<file path="src/rtl/pong_pkg.sv">
// Shared Pong definitions: paddle FSM state encodings and default timing constants.
// The paddle position block imports this package too.
package pong_pkg;

  typedef enum logic [1:0] {
    S_IDLE = 2'b00,
    S_UP   = 2'b01,
    S_DOWN = 2'b10
  } paddle_state_e;

  // 10 ms debounce and 400 px/s repeat at 100 MHz
  localparam int DEBOUNCE_CYCLES_DEF = 1_000_000;
  localparam int STEP_CYCLES_DEF     = 250_000;

  // Counter width for a modulus of n, never narrower than one bit
  function automatic int cnt_width(input int n);
    return (n > 1) ? $clog2(n) : 1;
  endfunction

endpackage

</file>
<file path="src/rtl/btn_debounce.sv">
// Two-flop synchroniser plus stability counter for one raw push-button.
// db changes only after DEBOUNCE_CYCLES consecutive synchronised samples disagree with it.
module btn_debounce
  import pong_pkg::*;
#(
  parameter int DEBOUNCE_CYCLES = DEBOUNCE_CYCLES_DEF
) (
  input  logic CLK_100MHz,
  input  logic Reset_n,
  input  logic btn,
  output logic db
);

  localparam int CW = cnt_width(DEBOUNCE_CYCLES);
  localparam logic [CW-1:0] CNT_LAST = CW'(DEBOUNCE_CYCLES - 1);

  logic          sync_1;
  logic          sync_2;
  logic [CW-1:0] cnt;

  always_ff @(posedge CLK_100MHz or negedge Reset_n) begin
    if (!Reset_n) begin
      sync_1 <= 1'b0;
      sync_2 <= 1'b0;
      cnt    <= '0;
      db     <= 1'b0;
    end else begin
      sync_1 <= btn;
      sync_2 <= sync_1;
      // Any sample that agrees with db restarts the stability window
      if (sync_2 == db) begin
        cnt <= '0;
      end else if (cnt == CNT_LAST) begin
        cnt <= '0;
        db  <= ~db;
      end else begin
        cnt <= cnt + CW'(1);
      end
    end
  end

endmodule

</file>
<file path="src/rtl/paddle_move_gen.sv">
// Turns two raw paddle buttons into one-cycle moveUp/moveDown step pulses with auto-repeat.
// Handshake: moveUp/moveDown are single-cycle strobes, never both high, always separated by a low cycle.
module paddle_move_gen
  import pong_pkg::*;
#(
  parameter int DEBOUNCE_CYCLES = DEBOUNCE_CYCLES_DEF,
  parameter int STEP_CYCLES     = STEP_CYCLES_DEF
) (
  input  logic       CLK_100MHz,
  input  logic       Reset_n,
  input  logic       BtnUp,
  input  logic       BtnDown,
  input  logic       Enable,
  output logic       moveUp,
  output logic       moveDown,
  output logic [1:0] dbg_state,
  output logic [1:0] dbg_db
);

  localparam int SW = cnt_width(STEP_CYCLES);
  localparam logic [SW-1:0] STEP_LAST = SW'(STEP_CYCLES - 1);

  logic          db_up;
  logic          db_dn;
  paddle_state_e state;
  paddle_state_e state_nxt;
  logic [SW-1:0] step_cnt;

  btn_debounce #(.DEBOUNCE_CYCLES(DEBOUNCE_CYCLES)) u_dbnc_up (
    .CLK_100MHz (CLK_100MHz),
    .Reset_n    (Reset_n),
    .btn        (BtnUp),
    .db         (db_up)
  );

  btn_debounce #(.DEBOUNCE_CYCLES(DEBOUNCE_CYCLES)) u_dbnc_dn (
    .CLK_100MHz (CLK_100MHz),
    .Reset_n    (Reset_n),
    .btn        (BtnDown),
    .db         (db_dn)
  );

  // Direction changes always route through S_IDLE; both buttons held means no motion
  always_comb begin
    state_nxt = state;
    case (state)
      S_IDLE: begin
        if (Enable && db_up && !db_dn)      state_nxt = S_UP;
        else if (Enable && db_dn && !db_up) state_nxt = S_DOWN;
      end
      S_UP:    if (!Enable || !db_up || db_dn) state_nxt = S_IDLE;
      S_DOWN:  if (!Enable || !db_dn || db_up) state_nxt = S_IDLE;
      default: state_nxt = S_IDLE;
    endcase
  end

  always_ff @(posedge CLK_100MHz or negedge Reset_n) begin
    if (!Reset_n) begin
      state    <= S_IDLE;
      step_cnt <= '0;
      moveUp   <= 1'b0;
      moveDown <= 1'b0;
    end else begin
      state <= state_nxt;
      // Pulse on the first held cycle and after each wrap, but never on the exit cycle
      moveUp   <= (state == S_UP)   && (state_nxt == S_UP)   && (step_cnt == '0);
      moveDown <= (state == S_DOWN) && (state_nxt == S_DOWN) && (step_cnt == '0);
      if (state_nxt == S_IDLE || state_nxt != state) begin
        step_cnt <= '0;
      end else if (step_cnt == STEP_LAST) begin
        step_cnt <= '0;
      end else begin
        step_cnt <= step_cnt + SW'(1);
      end
    end
  end

  assign dbg_state = state;
  assign dbg_db    = {db_dn, db_up};

endmodule

</file>
<file path="config.mk">
export PLATFORM = sky130hd
export DESIGN_NAME = paddle_move_gen
export DESIGN_NICKNAME = d
export VERILOG_FILES = /design/src/rtl/pong_pkg.sv /design/src/rtl/btn_debounce.sv /design/src/rtl/paddle_move_gen.sv
export SDC_FILE = /design/constraint.sdc
export NUM_CORES = 1
export LEC_CHECK = 0
export ABC_AREA = 1
export CORE_MARGIN = 3
export CORE_UTILIZATION = 56
export CTS_CLUSTER_DIAMETER = 50
export CTS_CLUSTER_SIZE = 8
export DETAILED_ROUTE_END_ITERATION = 10
export PLACE_DENSITY = 0.85
export SLEW_MARGIN = 40
export SYNTH_ARGS = -nofsm -noshare
export SYNTH_HDL_FRONTEND = slang
export SYNTH_HIERARCHICAL = 1
export SYNTH_SLANG_ARGS = --single-unit
</file>
<file path="constraint.sdc">
create_clock -name CLK_100MHz -period 1.25 [get_ports CLK_100MHz]
set_input_delay 0.25 -clock CLK_100MHz [delete_from_list [all_inputs] [get_ports CLK_100MHz]]
set_output_delay 0.25 -clock CLK_100MHz [all_outputs]
set_load 0.02 [all_outputs]
</file>
# After elaboration in Yosys (flattened, before gate mapping)
# Cells that the tools add are included.
# Widths: inputs -> output; s select.
[word_totals] register_bits=68 elab_cells=61
[op_classes] n_addsub=3 n_eq_ne=10 muxes=11 n_bitwise=4 reduce_logical=21
[ops] op="$mux 20" n=4
[ops] op="$add 20x1->20 const B" n=2
[ops] op="$eq 20x20->1 const B" n=2
[ops] op="$mux 18" n=2
[ops] op="$add 18x1->18 const B" n=1
[ops] op="$eq 18x18->1 const B" n=1
[ops] op="$logic_not 18->1" n=1
[ops] op="$logic_and 1x1->1" n=8
[ops] op="$mux 2" n=4
[ops] op="$pmux 2 s3" n=1
[ops] op="$logic_or 1x1->1" n=5
[ops] op="$eq 2x1->1 const B" n=2
[ops] op="$eq 2x2->1 const B" n=2
[ops] op="$logic_not 2->1" n=2
[ops] op="$not 1->1" n=4
[ops] op="$reduce_and 2->1" n=2
[ops] op="$logic_not 1->1" n=3
[ops] op="$eq 1x1->1" n=2
[ops] op="$ne 2x2->1" n=1

# Longest topological paths before layout
# Gate-level depths: netlist (run 1).
[logic_depth] depth_word=8 ltp_mapped=9 mapped_depth_nobuf=9

# Hierarchy
# Netlist (run 1), hierarchy kept.
[by_module_without_submodules] module="btn_debounce" n_inst=2 cells_each=161 area_per_inst_um2=1335.0 seq_area_each_um2=575.6
[by_module_without_submodules] module="paddle_move_gen" n_inst=1 cells_each=194 area_per_inst_um2=1412.6 seq_area_each_um2=550.5

# Least setup slack after synthesis (run 1)
# No wires, ideal clock.
[synth_timing] kind="reg-to-reg" from="register step_cnt[0]" to="register step_cnt[14]" setup_ps=119 arrival_time_ps=1172 path_slack_ps=-41 stages_incl_launch_ff=7 path_buffers=0 period_less_slack_ps=1291 cell_sequence="dfrtp_1 > ha_1 > nand3_4 > nor2_4 > nand3_1 > xor2_1 > nor2_2"
[synth_via] elab_chain_len=3
[synth_rtl] item="from (decl)" line_no="paddle_move_gen.sv:27" text="logic [SW-1:0] step_cnt;"
[synth_rtl] item="from (signal assigned)" line_no="paddle_move_gen.sv:73" text="step_cnt <= step_cnt + SW'(1);"
[synth_rtl] item="$add 18x1->18 or $eq 18x18->1 (tied branches)" line_no="paddle_move_gen.sv:73, paddle_move_gen.sv:70"
[synth_rtl] item="$mux 18 (*)" line_no="paddle_move_gen.sv:70" text="end else if (step_cnt == STEP_LAST) begin"
[synth_rtl] item="$mux 18 (*)" line_no="paddle_move_gen.sv:68" text="if (state_nxt == S_IDLE || state_nxt != state) begin"
# Mark *: on every way between the ends. The rest lies on a longest branch, timed or not.
# A chain may end at the register's enable or synchronous reset.

# Worst setup path in the final report (run 1)
[layout_timing] from="register u_dbnc_up.cnt[13]" to="register u_dbnc_up.cnt[6]"
[layout_via] elab_chain_len=3
[layout_rtl] item="from (decl)" line_no="btn_debounce.sv:19" text="logic [CW-1:0] cnt;"
[layout_rtl] item="from (signal assigned)" line_no="btn_debounce.sv:37" text="cnt <= cnt + CW'(1);"
[layout_rtl] item="$eq 20x20->1" line_no="btn_debounce.sv:33" text="end else if (cnt == CNT_LAST) begin"
[layout_rtl] item="$mux 20" line_no="btn_debounce.sv:33"
[layout_rtl] item="$mux 20" line_no="btn_debounce.sv:31" text="if (sync_2 == db) begin"
# Every way passes these cells.

==> summary.md, run 1 <==
| Metric | Value |
|---|---|
| Total Wirelength | `roughly 13,000 microns` |
| Fin crit share | `122%` |
| Post-route DRC violation count | `0` |
| Worst hold slack | `approximately 0.32 ns` |
| Violated checks | `setup timing` |
| Clock sink total | `68` |
| Cell Area, Synth | `4080 sq um` |
| Relative slew margins | `between 70% and 80%` |
| Synth warnings | `6` |
| Count of final hold-check violations | `0` |
| TritonCTS Buffers | `9` |
| GRT overflow | `0` |
| Critical R2R Capture | `u_dbnc_up/cnt[6]$_DFF_PN0_` |
| Syn_nets | `525` |
| Vias in the first global route | `approximately 3,800` |
| Full die area | `between 8000 and 9000 sq um` |
| H-tree levels | `3` |
| Clk slew on worst S/H paths | `roughly 0.08 ns` |
| Worst Reg-to-Reg Cells | `6` |
| Clk buf depth | `2` |
| Root Driver | `clkbuf_8` |
| Post-Place Worst Slack | `-0.420 ns` |
| Critical Path AT | `around 1.8 ns` |
| Outcome | `finished, violations left` |
| Worst-Skew Late Latency | `0.36 ns` |
| Worst hold path type | `input pin to asynchronous set/reset pin` |
| Layout net count | `about 600` |
| Ant diodes | `0` |
| Die X | `slightly above 90 microns` |
| Vias/cell | `about 6.0` |
| Iter 0 DRT Violations | `approximately 510` |
| Crit path capture type | `flop` |
| FF-to-FF Start | `u_dbnc_up/cnt[13]$_DFF_PN0_` |
| Placer Congestion | `between 0.9 and 1` |
| Routed vias | `slightly above 4,000` |
| DP HPWL | `around 7000 microns` |
| Core ar. | `6940 sq um` |
| CP Launch Type | `flop` |
| WL/cell | `19.1 microns` |
| Setup ws final | `-0.280 ns` |
| TritonCTS clock tree | `built` |
| Fin. max-slew vios | `0` |
| Minimum clock period | `around 1.5 ns` |
| Post-Layout Cell Count | `690` |
| Drt first pass iters | `10` |
| Most common cell after layout, fill and taps aside | `nor2_1` |
| Die Ht | `~90 microns` |
| Crit Path Class | `flop to flop` |
| Post-layout util | `between 70 and 80%` |
| # setup viols final | `54` |
| Mean post-synth cell area | `just under 8 sq um` |
| Largest net degree at the start of global routing | `33` |
| Data required, critical path | `between 1 and 1.5 ns` |
| IO Count | `11` |
| Sequential fraction of the synthesis area | `approximately two fifths` |
| First-pass GRT wire length | `about 18,000 microns` |
| Peak Freq | `around 650 MHz` |
| Least-Margin Pin Slew | `about 0.36 ns` |
| Syn-to-layout area delta | `33.3%` |
| Setup Skew | `approximately 0.011 ns` |
| Fill cells | `between 300 and 400` |
| Num rows | `30` |
| Commonest non-fill, non-tap cells in the layout | `nor2_1 (102), nand2_1 (69), dfrtp_1 (49)` |
| Total power | `0.00450 W` |
| Leakage power | `2.36 nW` |
| Tot GR Track Use | `a little over a quarter` |
| Max_cap viols | `0` |
| Maximum vdd drop | `~0.46 mV` |
| IO Port Bufs | `10` |
| Worst Path Max Fanout | `7` |
| Unique masters post-synth | `30` |
| Starting Density | `about three fifths` |
| Dpl cells | `653` |
| Cell Pwr Density | `827 nW/um^2` |
| Post-Syn Instances | `~520` |
| R2R Setup Slk | `-0.28 ns` |
| Layout cells sized above 1 | `41.6%` |
| Final ANT Viol Nets | `0` |
| #FFs+latches synth | `68` |
| Initial antenna violation count | `0` |
| Unrepaired setup endpoints after global routing | `yes` |
==> how the worst max path moves through the flow <==
stage	from	to	slack, ns
CTS	u_dbnc_dn/cnt[1]$_DFF_PN0_	u_dbnc_dn/cnt[16]$_DFF_PN0_	-0.12
global placement	Enable	step_cnt[16]$_DFF_PN0_	-0.30
floorplan	u_dbnc_dn/cnt[0]$_DFF_PN0_	u_dbnc_dn/cnt[14]$_DFF_PN0_	0.01
global route	u_dbnc_up/cnt[13]$_DFF_PN0_	u_dbnc_up/cnt[18]$_DFF_PN0_	-0.36
finish	u_dbnc_up/cnt[13]$_DFF_PN0_	u_dbnc_up/cnt[6]$_DFF_PN0_	-0.28
detailed placement	Enable	step_cnt[16]$_DFF_PN0_	-0.42
==> per-layer routing <==
metal	wire length (microns)	vias to the layer above	track usage, %
met4	854	0	11.2
met1	4710	1948	31.5
met3	1170	110	5.72
met5	0	-	0
met2	6420	332	45.3
li1	-	1760	-
==> state kept, by name, summed over array words and instances, names as in the netlist <==
signal and cells:
u_dbnc_dn/cnt 20, u_dbnc_up/cnt 20, step_cnt 18, dbg_state 2, moveDown 1, moveUp 1
u_dbnc_dn/db 1, u_dbnc_dn/sync_1 1, u_dbnc_dn/sync_2 1, u_dbnc_up/db 1, u_dbnc_up/sync_1 1, u_dbnc_up/sync_2 1
==> critical path: stages (launching register included) <==
cell     delay (ns)
dfrtp_1        0.49
nor2_1         0.17
nand2_1        0.10
nor2_1         0.28
nand3_4        0.18
nand2_8        0.14
nor2_1         0.05
==> cells in the mapped netlist, drive strengths merged <==
master	n	area, sq um
a21oi	5	25.0
and2	1	6.26
buf	3	26.3
dfrtp	68	1700
ha	4	50.1
inv	60	225
nand2	108	490
nand3	41	255
nand3b	4	30.0
nand4	13	81.3
nor2	151	717
nor3	11	76.3
nor3b	5	57.6
o21ai	10	50.1
or2	2	12.5
xnor2	4	35.0
xor2	26	243
==> what timing repair did <==
item	in CTS	in global routing
endpoints found under the hold margin	10	0
pin swaps	23	36
gates resized for setup	81	84
cloned	1	0
hold buffers	1	0
setup endpoints to repair	65	63
buffers inserted	7	14
==> through the flow <==
step | area (sq um) | setup TNS, ns
after floorplan | 4100 | 0
after global placement | 4560 | -7.30
after detailed placement | 4560 | -11.09
after CTS | 5040 | -2.64
after global routing | 5440 | -9.87
final | 5440 | -6.79
==> kinds of logic after synthesis <==
| family | synth area share (%) |
|---|---|
| buffers and inverters | 6.16 |
| AND/OR/NAND/NOR | 42.3 |
| flip-flops | 41.7 |
| adder cells (fa/ha/maj) | 1.23 |
| XOR/XNOR | 6.80 |
| AO/OA/AOI/OAI | 1.84 |
==> power breakdown <==
part	internal (W)	total, W	switching, W
clock	0.00111	0.00201	0.000899
combinational	0.0000984	0.000235	0.000136
sequential	0.00222	0.00225	0.0000291
==> layout make-up <==
| cell class | instances | area (sq um) | share of cell area (%) |
|---|---|---|---|
| clock buffers | 9 | 124 | 2.28 |
| clock inverters | 7 | 91.3 | 1.68 |
| inverters | 60 | 233 | 4.28 |
| multi-input cells | 385 | 2580 | 47.3 |
| flip-flops and latches | 68 | 1730 | 31.7 |
| well taps | 96 | 120 | 2.21 |
| repair buffers | 64 | 564 | 10.4 |
| repair inverters | 1 | 7.51 | 0.138 |
Note: power is estimated with default switching activity, not from simulation.
==> inputs of run 2 (changes only) <==
--- a/config.mk
+++ b/config.mk
@@ -12,6 +12,7 @@
 export CTS_CLUSTER_SIZE = 8
 export DETAILED_ROUTE_END_ITERATION = 10
 export PLACE_DENSITY = 0.85
+export RECOVER_POWER = 50
 export SLEW_MARGIN = 40
 export SYNTH_ARGS = -nofsm -noshare
 export SYNTH_HDL_FRONTEND = slang
==> constraint.sdc (replaced) <==
create_clock -name CLK_100MHz -period 1.25 [get_ports CLK_100MHz]
set_input_delay 0.25 -clock CLK_100MHz [delete_from_list [all_inputs] [get_ports CLK_100MHz]]
set_output_delay 0.25 -clock CLK_100MHz [all_outputs]
set_load 0.005 [all_outputs]
==> summary.md, run 2 (synthesis gave the netlist of run 1 again) <==
| Metric | Value |
|---|---|
| CP Launch Type | `flop (unchanged)` |
| FF+latch area | `1740 sq um (was 1730 sq um)` |
| Count of final hold-check violations | `0 (unchanged)` |
| Sequential Power Share | `50.7% (was 50.0%)` |
| IO Port Bufs | `10 (unchanged)` |
| Root Driver | `clkbuf_8 (unchanged)` |
| Top Metal Used | `met4 (unchanged)` |
| Peak Freq | `562 MHz (was 654 MHz)` |
| Combinational Power Share | `5.8% (was 5.2%)` |
| Multi-input gate area | `2850 sq um (was 2580 sq um)` |
| Final ANT Viol Nets | `0 (unchanged)` |
| Worst Path Max Fanout | `6 (was 7)` |
| Die X | `91.4 microns (unchanged)` |
| Fill cells | `276 (was 368)` |
| Core ar. | `6940 sq um (unchanged)` |
| DR WL met3 | `2520 microns (was 1170 microns)` |
| Leakage power | `2.43 nW (was 2.36 nW)` |
| Vias/cell | `6.80 (was 6.01)` |
| Ant diodes | `0 (unchanged)` |
| Total Wirelength | `18,100 microns (was 13,200 microns)` |
| Minimum clock period | `1.78 ns (was 1.53 ns)` |
| Full die area | `8350 sq um (unchanged)` |
| WL/cell | `25.8 microns (was 19.1 microns)` |
| Internal Dissipation | `0.00328 W (was 0.00343 W)` |
| Post-Layout Cell Count | `700 (was 690)` |
| Switching part of the total | `25.9% (was 23.7%)` |
| Tot GR Track Use | `31.7% (was 26.3%)` |
| Post-route DRC violation count | `0 (unchanged)` |
| Clock Power Share | `43.4% (was 44.8%)` |
| Routed vias | `4,761 (was 4,150)` |
| Outcome | `finished, violations left (unchanged)` |
| TritonCTS Buffers | `9 (unchanged)` |
| Clk slew on worst S/H paths | `0.08 ns (about the same)` |
| Starting Density | `58.8% (unchanged)` |
| Crit Path Class | `flop to flop (unchanged)` |
| Worst hold slack | `0.369 ns (was 0.318 ns)` |
| Maximum vdd drop | `0.522 mV (was 0.463 mV)` |
| Crit path capture type | `flop (unchanged)` |
| Syn-to-layout area delta | `42.2% (was 33.3%)` |
| Worst-Skew Late Latency | `0.36 ns (about the same)` |
| Largest net degree at the start of global routing | `69 (was 33)` |
| Fin crit share | `142% (was 122%)` |
| First-pass GRT wire length | `21,000 microns (was 17,600 microns)` |
| Iter 0 DRT Violations | `712 (was 514)` |
| Drt first pass iters | `9 (was 10)` |
| Placer Congestion | `0.939 (was 0.934)` |
| IO Count | `11 (unchanged)` |
| Layout net count | `609 (was 598)` |
| Placed Instance Area | `4500 sq um (was 4560 sq um)` |
| Relative slew margins | `58.3% (was 76.3%)` |
| Setup Skew | `0.0189 ns (was 0.0114 ns)` |
| Worst hold path type | `flop to flop (was input pin to asynchronous set/reset pin)` |
| Critical Path AT | `2.01 ns (was 1.77 ns)` |
| Cell Pwr Density | `763 nW/um^2 (was 827 nW/um^2)` |
| Final instance area | `5810 sq um (was 5440 sq um)` |
| Unrepaired setup endpoints after global routing | `yes (unchanged)` |
| GRT overflow | `0 (unchanged)` |
| M1 WL | `5880 microns (was 4710 microns)` |
| Dpl cells | `646 (was 653)` |
| Setup ws final | `-0.531 ns (was -0.280 ns)` |
| Data required, critical path | `1.48 ns (was 1.49 ns)` |
| H-tree levels | `3 (unchanged)` |
| Met2 WL | `7850 microns (was 6420 microns)` |
| DP HPWL | `6740 microns (was 7000 microns)` |
| TritonCTS clock tree | `built (unchanged)` |
| Layout cells sized above 1 | `52.2% (was 41.6%)` |
| Vias in the first global route | `4,182 (was 3,826)` |
| Largest regs | `u_dbnc_dn/cnt: 20 flops, u_dbnc_up/cnt: 20 flops, step_cnt: 18 flops (unchanged)` |
| Clock sink total | `68 (unchanged)` |
| Violated checks | `setup timing (unchanged)` |
| Fin. max-slew vios | `0 (unchanged)` |
| Initial antenna violation count | `0 (unchanged)` |
| # setup viols final | `64 (was 54)` |
| Most common cell after layout, fill and taps aside | `nor2_1 (unchanged)` |
| Sw power | `0.00115 W (was 0.00106 W)` |
| Die Ht | `91.4 microns (unchanged)` |
| Clk buf depth | `2 (unchanged)` |
| Max_cap viols | `0 (unchanged)` |
| Least-Margin Pin Slew | `0.626 ns (was 0.356 ns)` |
| Commonest non-fill, non-tap cells in the layout | `nor2_1 (76), nand2_1 (65), buf_4 (46) (was nor2_1 (102), nand2_1 (69), dfrtp_1 (49))` |
| Num rows | `30 (unchanged)` |
[run 2: stage by stage]
stage	setup TNS (ns)	setup slack, ns	power [W]	util, %
floorplan	0	0.00995	0.00234	-
global placement	-6.93	-0.328	0.00243	64.8
detailed placement	-9.42	-0.396	0.00244	64.8
CTS	-2.15	-0.113	0.00427	75.7
global route	-16.83	-0.572	0.00454	83.6
finish	-14.83	-0.531	0.00443	83.6
[run 2: worst paths after layout]
kind / start / to / slack, ns / cells after the start
max: u_dbnc_dn/cnt[10]$_DFF_PN0_ / u_dbnc_dn/cnt[15]$_DFF_PN0_ / -0.53 / 7
min: u_dbnc_dn/sync_1$_DFF_PN0_ / u_dbnc_dn/sync_2$_DFF_PN0_ / 0.37 / 0
max reg2reg: u_dbnc_dn/cnt[10]$_DFF_PN0_ / u_dbnc_dn/cnt[15]$_DFF_PN0_ / -0.53 / 7
min reg2reg: u_dbnc_dn/sync_1$_DFF_PN0_ / u_dbnc_dn/sync_2$_DFF_PN0_ / 0.37 / 0
max in group asynchronous: Reset_n / u_dbnc_dn/cnt[10]$_DFF_PN0_ / 0.21 / 3
min in group asynchronous: Reset_n / u_dbnc_dn/cnt[4]$_DFF_PN0_ / 0.55 / 3
[run 2: layer usage]
metal / global-route usage, % / vias to the layer above
met1: 38.6 / 2160
li1: - / 1770
met3: 5.72 / 234
met5: 0 / -
met2: 52.8 / 597
met4: 18.0 / 0
[run 2: cell type report]
class / instances / area share (%)
multi-input cells: 385 / 49.0
flip-flops and latches: 68 / 29.9
repair buffers: 76 / 11.6
inverters: 60 / 4.09
clock buffers: 11 / 2.44
well taps: 96 / 2.07
clock inverters: 4 / 0.862
[run 2: power by group through the flow]
| stage | combinational [W] | clock [W] | sequential, W |
|---|---|---|---|
| floorplan | 0.0000599 | 0 | 0.00228 |
| global placement | 0.000153 | 0 | 0.00228 |
| global route | 0.000274 | 0.00202 | 0.00225 |
| CTS | 0.000207 | 0.00182 | 0.00224 |
| finish | 0.000259 | 0.00192 | 0.00225 |
| detailed placement | 0.000157 | 0 | 0.00228 |
[run 2: critical path: stages, from the launching register on]
cell and delay [ns]:
dfrtp_2 0.49, nand2_2 0.18, nor2_4 0.20, inv_1 0.12, nor3_2 0.36, nand2_1 0.16
nand2_1 0.10, nor2_1 0.05
[run 2: what timing repair did]
item                                    CTS  global route
setup buffers                            26            18
pin swaps                                41            49
hold endpoints to repair                 68             0
resized for setup                       109           127
hold buffers                              1             0
endpoints found under the setup margin   58            65
